--- src/rtl/mem_port_arbiter.sv ---
// Shared memory port sequencer: round-robin between fetch and data,
// req/ack bus handshake with a bounded wait and pipeline stall outputs.
module mem_port_arbiter #(
  parameter int ADDR_W  = 32,
  parameter int DATA_W  = 32,
  parameter int TIMEOUT = 255
) (
  input  logic              clk,
  input  logic              rst,
  input  logic              d_read,
  input  logic              d_write,
  input  logic [ADDR_W-1:0] d_addr,
  input  logic [DATA_W-1:0] d_wdata,
  output logic [DATA_W-1:0] d_rdata,
  output logic              d_done,
  output logic              d_stall,
  input  logic              i_req,
  input  logic [ADDR_W-1:0] i_addr,
  output logic [DATA_W-1:0] i_rdata,
  output logic              i_valid,
  output logic              i_stall,
  output logic              mem_req,
  output logic              mem_we,
  output logic [ADDR_W-1:0] mem_addr,
  output logic [DATA_W-1:0] mem_wdata,
  input  logic [DATA_W-1:0] mem_rdata,
  input  logic              mem_ack,
  output logic              bus_err
);

  typedef enum logic [2:0] {
    IDLE, D_BUS, I_BUS, D_DONE, I_DONE
  } state_e;

  localparam logic [7:0] CNT_LAST = 8'(TIMEOUT - 1);

  state_e            state_q, state_d;
  logic [7:0]        cnt_q, cnt_d;
  logic              last_i_q, last_i_d;
  logic              req_q, req_d;
  logic              we_q, we_d;
  logic [ADDR_W-1:0] addr_q, addr_d;
  logic [DATA_W-1:0] wdata_q, wdata_d;
  logic [DATA_W-1:0] drd_q, drd_d;
  logic [DATA_W-1:0] ird_q, ird_d;
  logic              ddone_q, ddone_d;
  logic              ival_q, ival_d;
  logic              err_q, err_d;
  logic              d_pend;
  logic              is_d;

  assign d_pend = d_read | d_write;
  assign is_d   = (state_q == D_BUS);

  always_comb begin
    state_d  = state_q;
    cnt_d    = cnt_q;
    last_i_d = last_i_q;
    req_d    = req_q;
    we_d     = we_q;
    addr_d   = addr_q;
    wdata_d  = wdata_q;
    drd_d    = drd_q;
    ird_d    = ird_q;
    ddone_d  = 1'b0;
    ival_d   = 1'b0;
    err_d    = 1'b0;
    unique case (state_q)
      IDLE: begin
        // Data wins a tie unless it was the last one served.
        if (d_pend && (!i_req || last_i_q)) begin
          state_d = D_BUS;
          req_d   = 1'b1;
          we_d    = d_write;
          addr_d  = d_addr;
          wdata_d = d_wdata;
          cnt_d   = '0;
        end else if (i_req) begin
          state_d = I_BUS;
          req_d   = 1'b1;
          we_d    = 1'b0;
          addr_d  = i_addr;
          wdata_d = '0;
          cnt_d   = '0;
        end
      end
      D_BUS, I_BUS: begin
        if (mem_ack) begin
          req_d = 1'b0;
          if (is_d) begin
            drd_d   = mem_rdata;
            ddone_d = 1'b1;
            state_d = D_DONE;
          end else begin
            ird_d   = mem_rdata;
            ival_d  = 1'b1;
            state_d = I_DONE;
          end
        end else if (cnt_q == CNT_LAST) begin
          req_d = 1'b0;
          err_d = 1'b1;
          if (is_d) begin
            drd_d   = '0;
            ddone_d = 1'b1;
            state_d = D_DONE;
          end else begin
            ird_d   = '0;
            ival_d  = 1'b1;
            state_d = I_DONE;
          end
        end else begin
          cnt_d = cnt_q + 8'd1;
        end
      end
      D_DONE: begin
        last_i_d = 1'b0;
        state_d  = IDLE;
      end
      I_DONE: begin
        last_i_d = 1'b1;
        state_d  = IDLE;
      end
      default: state_d = IDLE;
    endcase
  end

  always_ff @(posedge clk) begin
    if (rst) begin
      state_q  <= IDLE;
      cnt_q    <= '0;
      last_i_q <= 1'b1;
      req_q    <= 1'b0;
      we_q     <= 1'b0;
      addr_q   <= '0;
      wdata_q  <= '0;
      drd_q    <= '0;
      ird_q    <= '0;
      ddone_q  <= 1'b0;
      ival_q   <= 1'b0;
      err_q    <= 1'b0;
    end else begin
      state_q  <= state_d;
      cnt_q    <= cnt_d;
      last_i_q <= last_i_d;
      req_q    <= req_d;
      we_q     <= we_d;
      addr_q   <= addr_d;
      wdata_q  <= wdata_d;
      drd_q    <= drd_d;
      ird_q    <= ird_d;
      ddone_q  <= ddone_d;
      ival_q   <= ival_d;
      err_q    <= err_d;
    end
  end

  assign mem_req   = req_q;
  assign mem_we    = we_q;
  assign mem_addr  = addr_q;
  assign mem_wdata = wdata_q;
  assign d_rdata   = drd_q;
  assign i_rdata   = ird_q;
  assign d_done    = ddone_q;
  assign i_valid   = ival_q;
  assign bus_err   = err_q;
  assign d_stall   = d_pend & ~ddone_q;
  assign i_stall   = i_req & ~ival_q;

endmodule

--- config.mk ---
export PLATFORM = sky130hd
export DESIGN_NAME = mem_port_arbiter
export DESIGN_NICKNAME = d
export VERILOG_FILES = /design/src/rtl/mem_port_arbiter.sv
export SDC_FILE = /design/constraint.sdc
export NUM_CORES = 1
export LEC_CHECK = 0
export ABC_AREA = 0
export CAP_MARGIN = 20
export CORE_ASPECT_RATIO = 0.7
export CORE_MARGIN = 2
export CORE_UTILIZATION = 40
export CTS_CLUSTER_SIZE = 20
export DETAILED_ROUTE_END_ITERATION = 10
export PLACE_DENSITY = 0.9
export RECOVER_POWER = 50
export SLEW_MARGIN = 20
export SYNTH_ARGS = -nofsm -noshare
export SYNTH_HDL_FRONTEND = slang
export SYNTH_SLANG_ARGS = --single-unit
--- constraint.sdc ---
create_clock -name clk -period 2 [get_ports clk]
set_input_delay 0.2 -clock clk [delete_from_list [all_inputs] [get_ports clk]]
set_output_delay 0.2 -clock clk [all_outputs]
set_load 0.005 [all_outputs]
======== Word level (Yosys, flattened, before mapping) ========
Cells that the tools add are included.
word-level totals
  output and inout bits ................... 135
  logic and storage cells ................. 84
  register bits after elaboration ......... 145
operators by class
  muxes and demuxes ....................... 38
  reductions and logical operators ........ 17
  bitwise logic cells ..................... 7
  equal/unequal tests ..................... 9
  $add $sub $neg .......................... 1
operator list
  kind                                            count
  2-to-1 mux 32 bit                               12
  2-to-1 mux 8 bit                                4
  case mux 8 bit (2 select lines)                 1
  2-to-1 mux 3 bit                                5
  2-to-1 mux 1 bit                                13
  AND reduction 3 bit                             3
  adder 8 x 1 -> 8 bit (second input constant)    1
  == test 8 bit (second input constant)           1
  nonzero test 2 bit                              4
  == test 3 x 2 -> 1 bit (second input constant)  2
  != test 3 bit (second input constant)           2
  case mux 3 bit (2 select lines)                 1
  != test 2 bit (second input constant)           2
  NOT 1 bit                                       4
  case mux 1 bit (2 select lines)                 2
  AND reduction 2 bit                             2
  AND reduction 4 bit                             1
  OR reduction 2 bit                              2
  == test 3 x 1 -> 1 bit (second input constant)  1
  == test 3 bit (second input constant)           1
  zero test 3 bit                                 1
  OR reduction 3 bit                              1
  bitwise AND 1 bit                               2
  logical AND 1 bit                               1
  3 further kinds                                 3

======== Longest topological paths before layout ========
  depth in word-level cells ............... 5
  gate-level depth with buffers ........... 8
  mapped depth without buffers ............ 6

======== Worst setup path after synthesis ========
Ideal clock, no wire load.
  path type ............................... reg-to-reg
  start point ............................. register cnt_q[0]
  end point ............................... register ird_q[27], in the netlist i_rdata[27]
  library setup time ...................... 70 ps
  data required time ...................... 1930 ps
  period minus slack after synthesis ...... 1662 ps
  stages on the path, launching flop included .. 9
  arrival ................................. 1591 ps
  path slack .............................. 338 ps
  path through ............................ dfxtp_1 -> inv_1 -> ha_1 -> and3_1 -> a21oi_1 -> buf_2 -> buf_2 -> o21ai_1 -> a21oi_1
on the way
  longest elaborated chain between the ends .. 3
ends and longest elaborated chain
  item                                  RTL line  RTL
  start: declaration                    38        logic [7:0] cnt_q, cnt_d;
  start signal: assignment              143       cnt_q <= cnt_d;
  == test 8 bit                         99        end else if (cnt_q == CNT_LAST) begin
  nonzero test 2 bit (no source line)   --
  AND reduction 3 bit (no source line)  --
  end signal: assignment                150       ird_q <= ird_d;
  end: declaration                      45        logic [DATA_W-1:0] ird_q, ird_d;
No other way between the ends.
A chain may end at the register's enable or synchronous reset.

======== Worst setup path in the final report ========
  start point ............................. register cnt_q[0]
  end point ............................... register cnt_q[3]
on the way
  longest elaborated chain between the ends .. 4
ends and longest elaborated chain
  item                             RTL line  RTL
  adder 8 x 1 -> 8 bit             112       cnt_d = cnt_q + 8'd1;
  2-to-1 mux 8 bit                 99
  2-to-1 mux 8 bit                 88        if (mem_ack) begin
  case mux 8 bit (2 select lines)  68        unique case (state_q)
Several ways; a longest one is shown, not always the timed one. The select of a mux whose other input is x is not followed.

==> out/summary.md <==
The endpoint class of the critical path was a flop. STA puts the critical path data arrival time at 2.07 ns. For this run, the number of Yosys warnings is 0.

The tools report the instance area at placement as 0.00864 mm^2. Setup violations remaining at the end of the flow were counted as 0. The worst path required time is 2.26 ns, and the total instance count after detailed placement is 1,059. The starting utilization of the core area was 41.0%; the clock-pin slew on the worst setup and hold paths was 0.06 ns. The analysis attributes to net switching a power of 3.10 mW.

Synthesis produced a netlist whose cell count is 645. The clock root buffer was sky130_fd_sc_hd__clkbuf_16. The design draws 10.2 mW. The die extent in y was 104 um.

The HPWL after detailed placement is 12,400 um. Setup repair after global routing left no endpoint under its margin. The part of the total power dissipated in combinational logic was 30.0%; the later-pin clock latency in the skew report was 0.41 ns.

Of the cells placed in the final design, the portion with a size suffix greater than 1 is 6.78%. Routed wire length per instance: 16.4 um. The final worst-path cycle share was 90.6%.

The actual slew at the worst max-slew pin is 0.532 ns. The synthesized netlist net count is 781, and the sum of met2 wire segment lengths after detailed routing is 8170 um. The most critical setup path has its startpoint at cnt_q[0]$_SDFFE_PP0P_. The top achievable clock speed was 0.552 GHz; the number of clock sinks seen by CTS was 145.

In this run, post-CTS hold repair placed 0 buffers. Worst flop-to-flop path endpoint: cnt_q[3]$_SDFFE_PP0P_. For this design the ratio of total power to cell area is 1100 mW/mm^2. The worst setup path is launched from a flop. Type of the worst min-delay path: primary input to flop.

Antenna diode instance count: 0. Sequential cells account for 35.5% of the total power. The maximum fanout encountered on the critical timing path came out at 7. The final route contains 5,773 vias. The floorplan step set the die width to 147 um. The final cell count without fillers was 1,090; the post-synthesis instance area was 0.00572 mm^2. The run gives 0 as the total overflow reported by the global router.

The tools report the capture point of the critical path as cnt_q[3]$_SDFFE_PP0P_. After synthesis, the netlist uses 40 different library cells. The number of gates resized after CTS was 0.

The routed design has 17,900 um of wire. The number of fill cells in the layout came out at 1,111. The run gives 68 as the pin count of the biggest net entering global routing. The first global-routing pass estimated 29,000 um of wire. The first detailed-routing pass took 5 iterations. The highest metal layer carrying signal wires in the routed design is met4. The mean cell area of the mapped netlist was 8.87 um^2; the remaining number of nets flagged by the antenna check after routing was 0. Counting the buffers created by CTS gives 17.

Worst slack at placement: 0.0612 ns. The number of core rows was 36; the area added between synthesis and finish was 62.0%. In the final routing, the length of wire on met1 measures 7970 um.

The flow ran to the end, and the final reports show no timing, DRC or antenna violations. The maximum vdd drop was 0.694 mV. Cell internal power was estimated by the tool at 7.11 mW. The reg-to-reg critical path startpoint was cnt_q[0]$_SDFFE_PP0P_. The tools report the number of antenna violations at the first check in global routing as 0. The fraction of power spent switching nets was 30.3%. The run gives 0.788 as the final weighted congestion of routability-driven global placement. TritonCTS built the clock tree. After routing the design area is 0.00927 mm^2. The area of the die was 0.0153 mm^2. The clock arrives with 0.0134 ns of skew. For the final routed database, the setup TNS stands at 0 ns. Wire segments on met3 add up to 1480 um in the final route. The smallest clock period supported by the final layout is computed as 1.81 ns. The via count of the first global-routing pass was 5,629; the count of buffers inserted at the top-level ports was 268. The tools report the first-iteration detailed-routing DRC count as 287. Sequential-to-total area share from yosys stat: 50.7%.

The final-report max-slew violation count is 0. Per report_power, the clock group accounts for 34.5% of the total. Buffers added to address setup during post-CTS repair amount to 0.

Reg2reg setup slack: 0.19 ns. After detailed routing, the number of vias per cell comes to 5.30. The tool flagged a number of max-cap violations equal to 0. After the last flow step, the layout net total stands at 1,024. For this run, design rule violations remaining after detail routing come to 0. In this run, synthesis produced a sequential element count of 145.

The number of cells traversed by the worst register-to-register path came out at 6. In this run the tightest slew margin relative to its limit is 64.5%. The number of top-level design ports was 269.

The buffer depth of the longest clock path is 2. The standby leakage power came out at 3.80 nW. The setup path with the least slack is of type flop to flop.

The number of H-tree levels was 4; the placeable core region was 0.0140 mm^2. For the all-layer global routing usage, the log shows 23.1%. Final hold violation count: 0. Setup slack on the critical path of the routed design comes to 0.187 ns.
[cells by family after synthesis]
group,synth area share (%)
multiplexers,5.77
XOR/XNOR,0.153
buffers and inverters,5.05
AND/OR/NAND/NOR,15.1
adder cells (fa/ha/maj),0.437
AO/OA/AOI/OAI,22.8
flip-flops,50.7
[how the worst min path moves through the flow]
stage,startpoint,endpoint,slack [ns],cells after the start
6_report,rst,mem_addr[4]$_SDFFE_PP0P_,0.03,2
5_1_grt,rst,mem_addr[4]$_SDFFE_PP0P_,0.04,2
4_1_cts,rst,mem_addr[7]$_SDFFE_PP0P_,0.02,2
3_5_place_dp,rst,mem_addr[7]$_SDFFE_PP0P_,0.45,2
3_3_place_gp,rst,mem_addr[4]$_SDFFE_PP0P_,0.45,2
2_1_floorplan,d_wdata[0],mem_wdata[0]$_SDFFE_PP0P_,0.36,2
[Yosys cell counts (all sizes together)]
cell,instances,area [um^2]
xnor2,1,8.76
a22oi,33,248
a41oi,1,8.76
a211o,1,8.76
and2,1,6.26
or3,3,23.8
o21bai,1,7.51
a211oi,32,240
clkbuf,43,161
nor3b,3,27.5
or3b,4,35.0
nand4b,1,8.76
and4,1,8.76
nand3,67,335
mux2i,33,330
a311oi,5,43.8
dfxtp,145,2900
o21a,1,7.51
a21oi,72,360
nor3,8,51.3
o21ai,67,335
nor2,77,289
o31ai,3,27.5
ha,2,25.0
a221oi,1,8.76
nor2b,4,25.0
a31oi,1,6.26
inv,2,7.51
nand2b,2,12.5
nand2,6,22.5
buf,21,120
and3,3,18.8
[placed cells by master, fill, tap and decap left out, types with 4 or more instances in the layout]
master                            instances
sky130_fd_sc_hd__nor3_1                   7
sky130_fd_sc_hd__a22oi_1                 33
sky130_fd_sc_hd__dfxtp_1                144
sky130_fd_sc_hd__buf_4                   12
sky130_fd_sc_hd__a311oi_1                 5
sky130_fd_sc_hd__bufinv_16                5
sky130_fd_sc_hd__clkdlybuf4s50_1        132
sky130_fd_sc_hd__a211oi_1                32
sky130_fd_sc_hd__a21oi_1                 71
sky130_fd_sc_hd__o21ai_0                 34
sky130_fd_sc_hd__o21ai_1                 33
sky130_fd_sc_hd__dlygate4sd3_1          134
sky130_fd_sc_hd__nand3_1                 67
sky130_fd_sc_hd__mux2i_1                 33
sky130_fd_sc_hd__nor2_1                  75
sky130_fd_sc_hd__nand2_1                  6
sky130_fd_sc_hd__or3b_1                   4
sky130_fd_sc_hd__inv_6                    6
sky130_fd_sc_hd__buf_12                   7
sky130_fd_sc_hd__nor2b_1                  4
sky130_fd_sc_hd__clkbuf_16               17
[layout make-up]
cell class                      instances  area (um^2)  area share, %
Clock buffer                           17          425           4.59
Clock inverter                         14          226           2.44
Inverter                                2         7.51         0.0809
Multi-Input combinational cell        434         2560           27.6
Sequential cell                       145         2900           31.3
Tap cell                              190          238           2.56
Timing Repair Buffer                  288         2910           31.4
[power by group through the flow]
| stage | clock network, mW | logic (mW) | registers (mW) |
|---|---|---|---|
| 6_report | 3.52 | 3.06 | 3.63 |
| 5_1_grt | 3.72 | 3.36 | 3.69 |
| 4_1_cts | 3.60 | 3.28 | 3.65 |
| 3_5_place_dp | 0 | 3.27 | 3.70 |
| 3_3_place_gp | 0 | 3.21 | 3.68 |
| 2_1_floorplan | 0 | 1.55 | 3.68 |
[metrics by stage]
step	hold slack, ns	utilization, %
after global placement	0.448	61.8
after floorplan	0.362	-
after detailed placement	0.450	61.8
after CTS	0.0153	66.5
final	0.0317	66.4
after global routing	0.0367	66.4
[critical path, cell delays in order (launching register included)]
cell	delay, ns
sky130_fd_sc_hd__dfxtp_1	0.40
sky130_fd_sc_hd__inv_1	0.06
sky130_fd_sc_hd__ha_1	0.19
sky130_fd_sc_hd__and3_1	0.23
sky130_fd_sc_hd__and3_1	0.27
sky130_fd_sc_hd__nor2_1	0.36
sky130_fd_sc_hd__a311oi_1	0.16
[per-layer routing]
| layer | global-route usage, % | up-vias |
|---|---|---|
| li1 | - | 2835 |
| met1 | 30.7 | 2685 |
| met2 | 35.8 | 230 |
| met3 | 8.03 | 23 |
| met4 | 6.46 | 0 |
| met5 | 0 | - |
[sequential cells by signal, indices dropped and copies added, names as in the netlist]
| name | flops |
|---|---|
| d_rdata | 32 |
| i_valid | 1 |
| mem_we | 1 |
| last_i_q | 1 |
| mem_addr | 32 |
| i_rdata | 32 |
| mem_wdata | 32 |
| bus_err | 1 |
| state_q | 3 |
| cnt_q | 8 |
| mem_req | 1 |
| d_done | 1 |
No activity file was read; power rests on OpenSTA's default activity.
==> edit 1, RTL diff (same settings) <==
`TIMEOUT`: 255 -> 128.
--- a/src/rtl/mem_port_arbiter.sv
+++ b/src/rtl/mem_port_arbiter.sv
@@ -5,3 +5,3 @@
   parameter int DATA_W  = 32,
-  parameter int TIMEOUT = 255
+  parameter int TIMEOUT = 128
 ) (
Formal check against the unedited RTL: same outputs for any inputs over 4 cycles, from zero or initial values and one cycle with rst high; that may be too few to reach the edited logic, so the function may still have changed.
==> edit 1 against the original RTL <==
Sequential cell count unchanged; via count down 1.6%; routed wire length down 0.79%; fmax down 6.0%; final area about the same; worst setup slack worse by 0.12 ns; count of clock-buffer cells in the layout up 2; register-to-register slack worse by 0.097 ns; area after synthesis down 1.7%; non-clock buffer count up 9; total power down 11%; critical path type is now in -> out; largest power group unchanged; highest routed layer unchanged.
==> edit 1: results (changes against the original RTL) <==
DP Worst Slack: -0.008980 ns (-0.07019 ns)
NumNets Final: 1036 (+1.2%)
Post-DP Area: 8645 µm² (+0.10%)
Status: complete, no violations
Hold EP: mem_wdata[10]
Commonest cells in the netlist: 145 x dfxtp_1, 77 x nor2_1, 69 x nand2_1
CP max stage delay: 0.57 ns (+0.17 ns)
Switching share of power: 28.51% (-1.8 points)
DRT met1 WL: 7.728 mm (-3.0%)
Wirelength per Cell: 16.07 µm (-2.0%)
P_leak: 3.839 nW (+0.92%)
Met3 WL: 1.287 mm (-13%)
Post-DP HPWL: 12.70 mm (+2.4%)
Flop2flop setup slack: 0.09 ns (-0.10 ns)
Critical path's slowest cell: clkdlybuf4s50_1
R2R Path End: state_q[1]
Adder-cell share of the synthesized area: 0.2225% (-0.21 points)
Fillcell total: 1093 (-1.6%)
CP max FO: 4 (-3)
Post-cts resize count: 1 (+1)
Clk_buf instances: 19 (+2)
Complex-gate fraction of the synthesized area: 24.12% (+1.4 points)
Distinct cells, synth: 44 (+10%)
Inverters: 7 (+5)
Multi-input logic area: 2485 µm² (-3.1%)
Placed cells: 1071 (+1.1%)
Fraction of area in registers: 31.28% (-0.039 points)
GR met2 Demand/Resource: 37.45% (+1.6 points)
Syn Nets: 780 (-0.13%)
CTS H-tree lvls: 4 (unchanged)
Vias in the first global route: 5476 (-2.7%)
Multi-In Gates: 433 (-0.23%)
R2R cell count: 4 (-2)
Skew final: 0.01105 ns (-0.002305 ns)
Gpl congestion: 0.8538 (+8.3%)
Register area share after synthesis: 51.62% (+0.90 points)
Worst hold slack: 0.2062 ns (+0.1745 ns)
GRT met1 Usage: 28.33% (-2.4 points)
Area contributors post-synth: dfxtp_1 52%, a21oi_1 6.1%, mux2i_1 5.7%
First-pass GRT wire length: 27.48 mm (-5.4%)
Mapped Cells: 645 (unchanged)
DR vias: 5680 (-1.6%)
Vias/cell: 5.145 (-2.9%)
Routed met2 length: 8.491 mm (+3.9%)
Fin area: 9281 µm² (about the same)
Clock-cell share: 6.659% (-0.37 points)
Mux contribution to synthesized area: 5.696% (-0.075 points)
Iter 0 DRT Violations: 218 (-24%)
R2R Path Start: state_q[0]
Arr. time, crit path: 1.73 ns (-0.34 ns)
GRT met3 Usage: 6.974% (-1.1 points)
Peak VDD IR: 0.6958 mV (+0.23%)
Worst path top cell family by delay: buffers and inverters
Max_slew headroom: 75.41% (+11 points)
Synth Area in XOR/XNOR: 0.3115% (+0.16 points)
Signal buf overhead: 32.45% (+1.1 points)
Layout cell share with drive strength beyond 1: 7.659% (+0.88 points)
GRT Total Usage: 22.54% (-0.58 points)
Number of non-clock buffers in the layout: 297 (+3.1%)
edit 1: worst max path at each step:
| stage | cells past startpoint | from | slack [ns] | end |
|---|---|---|---|---|
| 2_1_floorplan | 8 | cnt_q[0] | 0.06 | d_rdata[14] |
| 3_3_place_gp | 5 | d_write | -0.06 | d_stall |
| 3_5_place_dp | 5 | d_write | -0.009 | d_stall |
| 4_1_cts | 5 | d_write | 0.08 | d_stall |
| 5_1_grt | 7 | cnt_q[1] | 0.03 | d_rdata[0] |
| 6_report | 5 | d_write | 0.07 | d_stall |
edit 1: worst reg2reg max path, cell delays in order, from the launching register on:
cell and delay [ns]:
dfxtp_1 0.34, or3_1 0.52, and4_4 0.27, or4_1 0.51, a211oi_2 0.19
edit 1: power by group through the flow:
stage / clock [mW] / sequential (mW) / combinational [mW]
global placement: 0 / 3.48 / 2.41
CTS: 3.36 / 3.43 / 2.48
global route: 3.48 / 3.46 / 2.56
finish: 3.29 / 3.42 / 2.35
detailed placement: 0 / 3.49 / 2.47
floorplan: 0 / 3.49 / 1.08
==> edit 2, RTL diff (same settings) <==
Made on the original files. The 5 states of `state_e` get a one-hot encoding in 5 bits.
--- a/src/rtl/mem_port_arbiter.sv
+++ b/src/rtl/mem_port_arbiter.sv
@@ -30,4 +30,4 @@
 
-  typedef enum logic [2:0] {
-    IDLE, D_BUS, I_BUS, D_DONE, I_DONE
+  typedef enum logic [4:0] {
+    IDLE = 5'b00001, D_BUS = 5'b00010, I_BUS = 5'b00100, D_DONE = 5'b01000, I_DONE = 5'b10000
   } state_e;
Behaviour: no difference found for any inputs over 4 cycles, from zero or initial values and one cycle with rst high; so few cycles prove little.
==> edit 2 against the original RTL <==
Sequential cell count up 2; area after synthesis down 4.1%; worst setup slack worse by 0.027 ns; highest routed layer unchanged; first-iteration DRC count down 16%; critical path type unchanged; final area down 3.5%; fmax down 1.4%; global-route usage down 1.3 points; cell count down 6.1%; die area down 4.0%; non-clock buffer count down 4; critical endpoint is now cnt_q[5]; routed wire length down 6.9%.
Power is not compared: it rests on default switching activity, and its combinational part moved more than twofold at a synthesized area within 25%.
==> edit 2: results (changes against the original RTL) <==
Status: complete, no violations
Gpl congestion: 0.7611 (-3.4%)
First-pass GRT wire length: 25.49 mm (-12%)
Placed cells: 992 (-6.3%)
CP max stage delay: 0.42 ns (+0.02 ns)
Syn Nets: 712 (-8.8%)
GRT Total Usage: 21.80% (-1.3 points)
R2R Path End: cnt_q[5]
Critical path's slowest cell: or3_4
Commonest cells in the netlist: 147 x dfxtp_1, 145 x nor2_1, 64 x a32oi_1
Layout cell share with drive strength beyond 1: 6.675% (-0.10 points)
Hold EP: cnt_q[6]
Root Buffer: clkbuf_16
Register area share after synthesis: 53.63% (+2.9 points)
Distinct cells, synth: 35 (-13%)
Flop2flop setup slack: 0.16 ns (-0.03 ns)
NumNets Final: 962 (-6.1%)
CP max FO: 8 (+1)
Iter 0 DRT Violations: 241 (-16%)
Met3 WL: 1.670 mm (+13%)
Drt first pass iters: 4 (-1)
Largest net degree at the start of global routing: 84 (+24%)
R2R cell count: 5 (-1)
Vias in the first global route: 5060 (-10%)
Skew final: 0.01484 ns (+0.001483 ns)
Routed met2 length: 7.638 mm (-6.5%)
Mapped Cells: 576 (-11%)
Cell Count, Final, Fillers Out: 1024 (-6.1%)
Actual slew at the worst max-slew pin: 0.6743 ns (+0.1424 ns)
Worst hold slack: 0.1508 ns (+0.1190 ns)
Post-DP Area: 8418 µm² (-2.5%)
Peak VDD IR: 0.5014 mV
DP Worst Slack: 0.006078 ns (-0.05513 ns)
Arr. time, crit path: 2.17 ns (+0.10 ns)
Hold Crit Depth: 3 (+1)
Post-DP HPWL: 11.48 mm (-7.5%)
DRT met1 WL: 7.192 mm (-9.7%)
Final Routed Wirelength: 16.65 mm (-6.9%)
## edit 2: changes by cell type in the layout (fill, tap and decap cells not counted), sizes merged, moves of 6 or more
| cell | before | now |
|---|---|---|
| nor3 | 8 | 2 |
| a21oi | 72 | 16 |
| a32oi | 0 | 64 |
| o21ai | 67 | 6 |
| dlygate4sd3 | 134 | 107 |
| nor2 | 77 | 146 |
| clkdlybuf4s50 | 132 | 159 |
| nand3 | 67 | 4 |
## edit 2: layer usage
layer  GRT usage (%)  vias to the layer above
met5               0                        -
met1           27.53                     2462
met2           35.31                      183
met3           8.435                       16
met4           5.656                        0
li1                -                     2615
## edit 2: kinds of logic after synthesis
logic type               count (synthesis)  synth area share [%]
multiplexers                            32                 5.837
adder cells (fa/ha/maj)                  2                0.4559
AO/OA/AOI/OAI                          157                 21.98
XOR/XNOR                                 1                0.1596
buffers and inverters                   57                 4.013
flip-flops                             147                 53.63
AND/OR/NAND/NOR                        180                 13.93
## edit 2: area by class of cell
class | count | area (µm²) | share of cell area (%)
well taps | 185 | 231.5 | 2.585
clock buffers | 18 | 429.2 | 4.793
clock inverters | 14 | 121.4 | 1.356
repair buffers | 284 | 2865 | 32.00
flip-flops and latches | 147 | 2943 | 32.87
multi-input cells | 372 | 2349 | 26.23
inverters | 4 | 15.01 | 0.1677
## edit 2: critical path: cells and delay by family (launching register included)
family,cells,cell delay [ns]
DFF,1,0.34
AOI/OAI and AO/OA,1,0.16
and+or+nand+nor,4,1.27
## edit 2: timing repair
action	in CTS	in global routing
setup endpoints to repair	0	1
endpoints found under the hold margin	0	0
resized for setup	0	1
## edit 2: where the power goes
| part | internal (mW) | switching (mW) |
|---|---|---|
| clock | 1.63 | 1.31 |
| combinational | 0.828 | 0.687 |
| sequential | 3.16 | 0.121 |
| total | 5.61 | 2.12 |
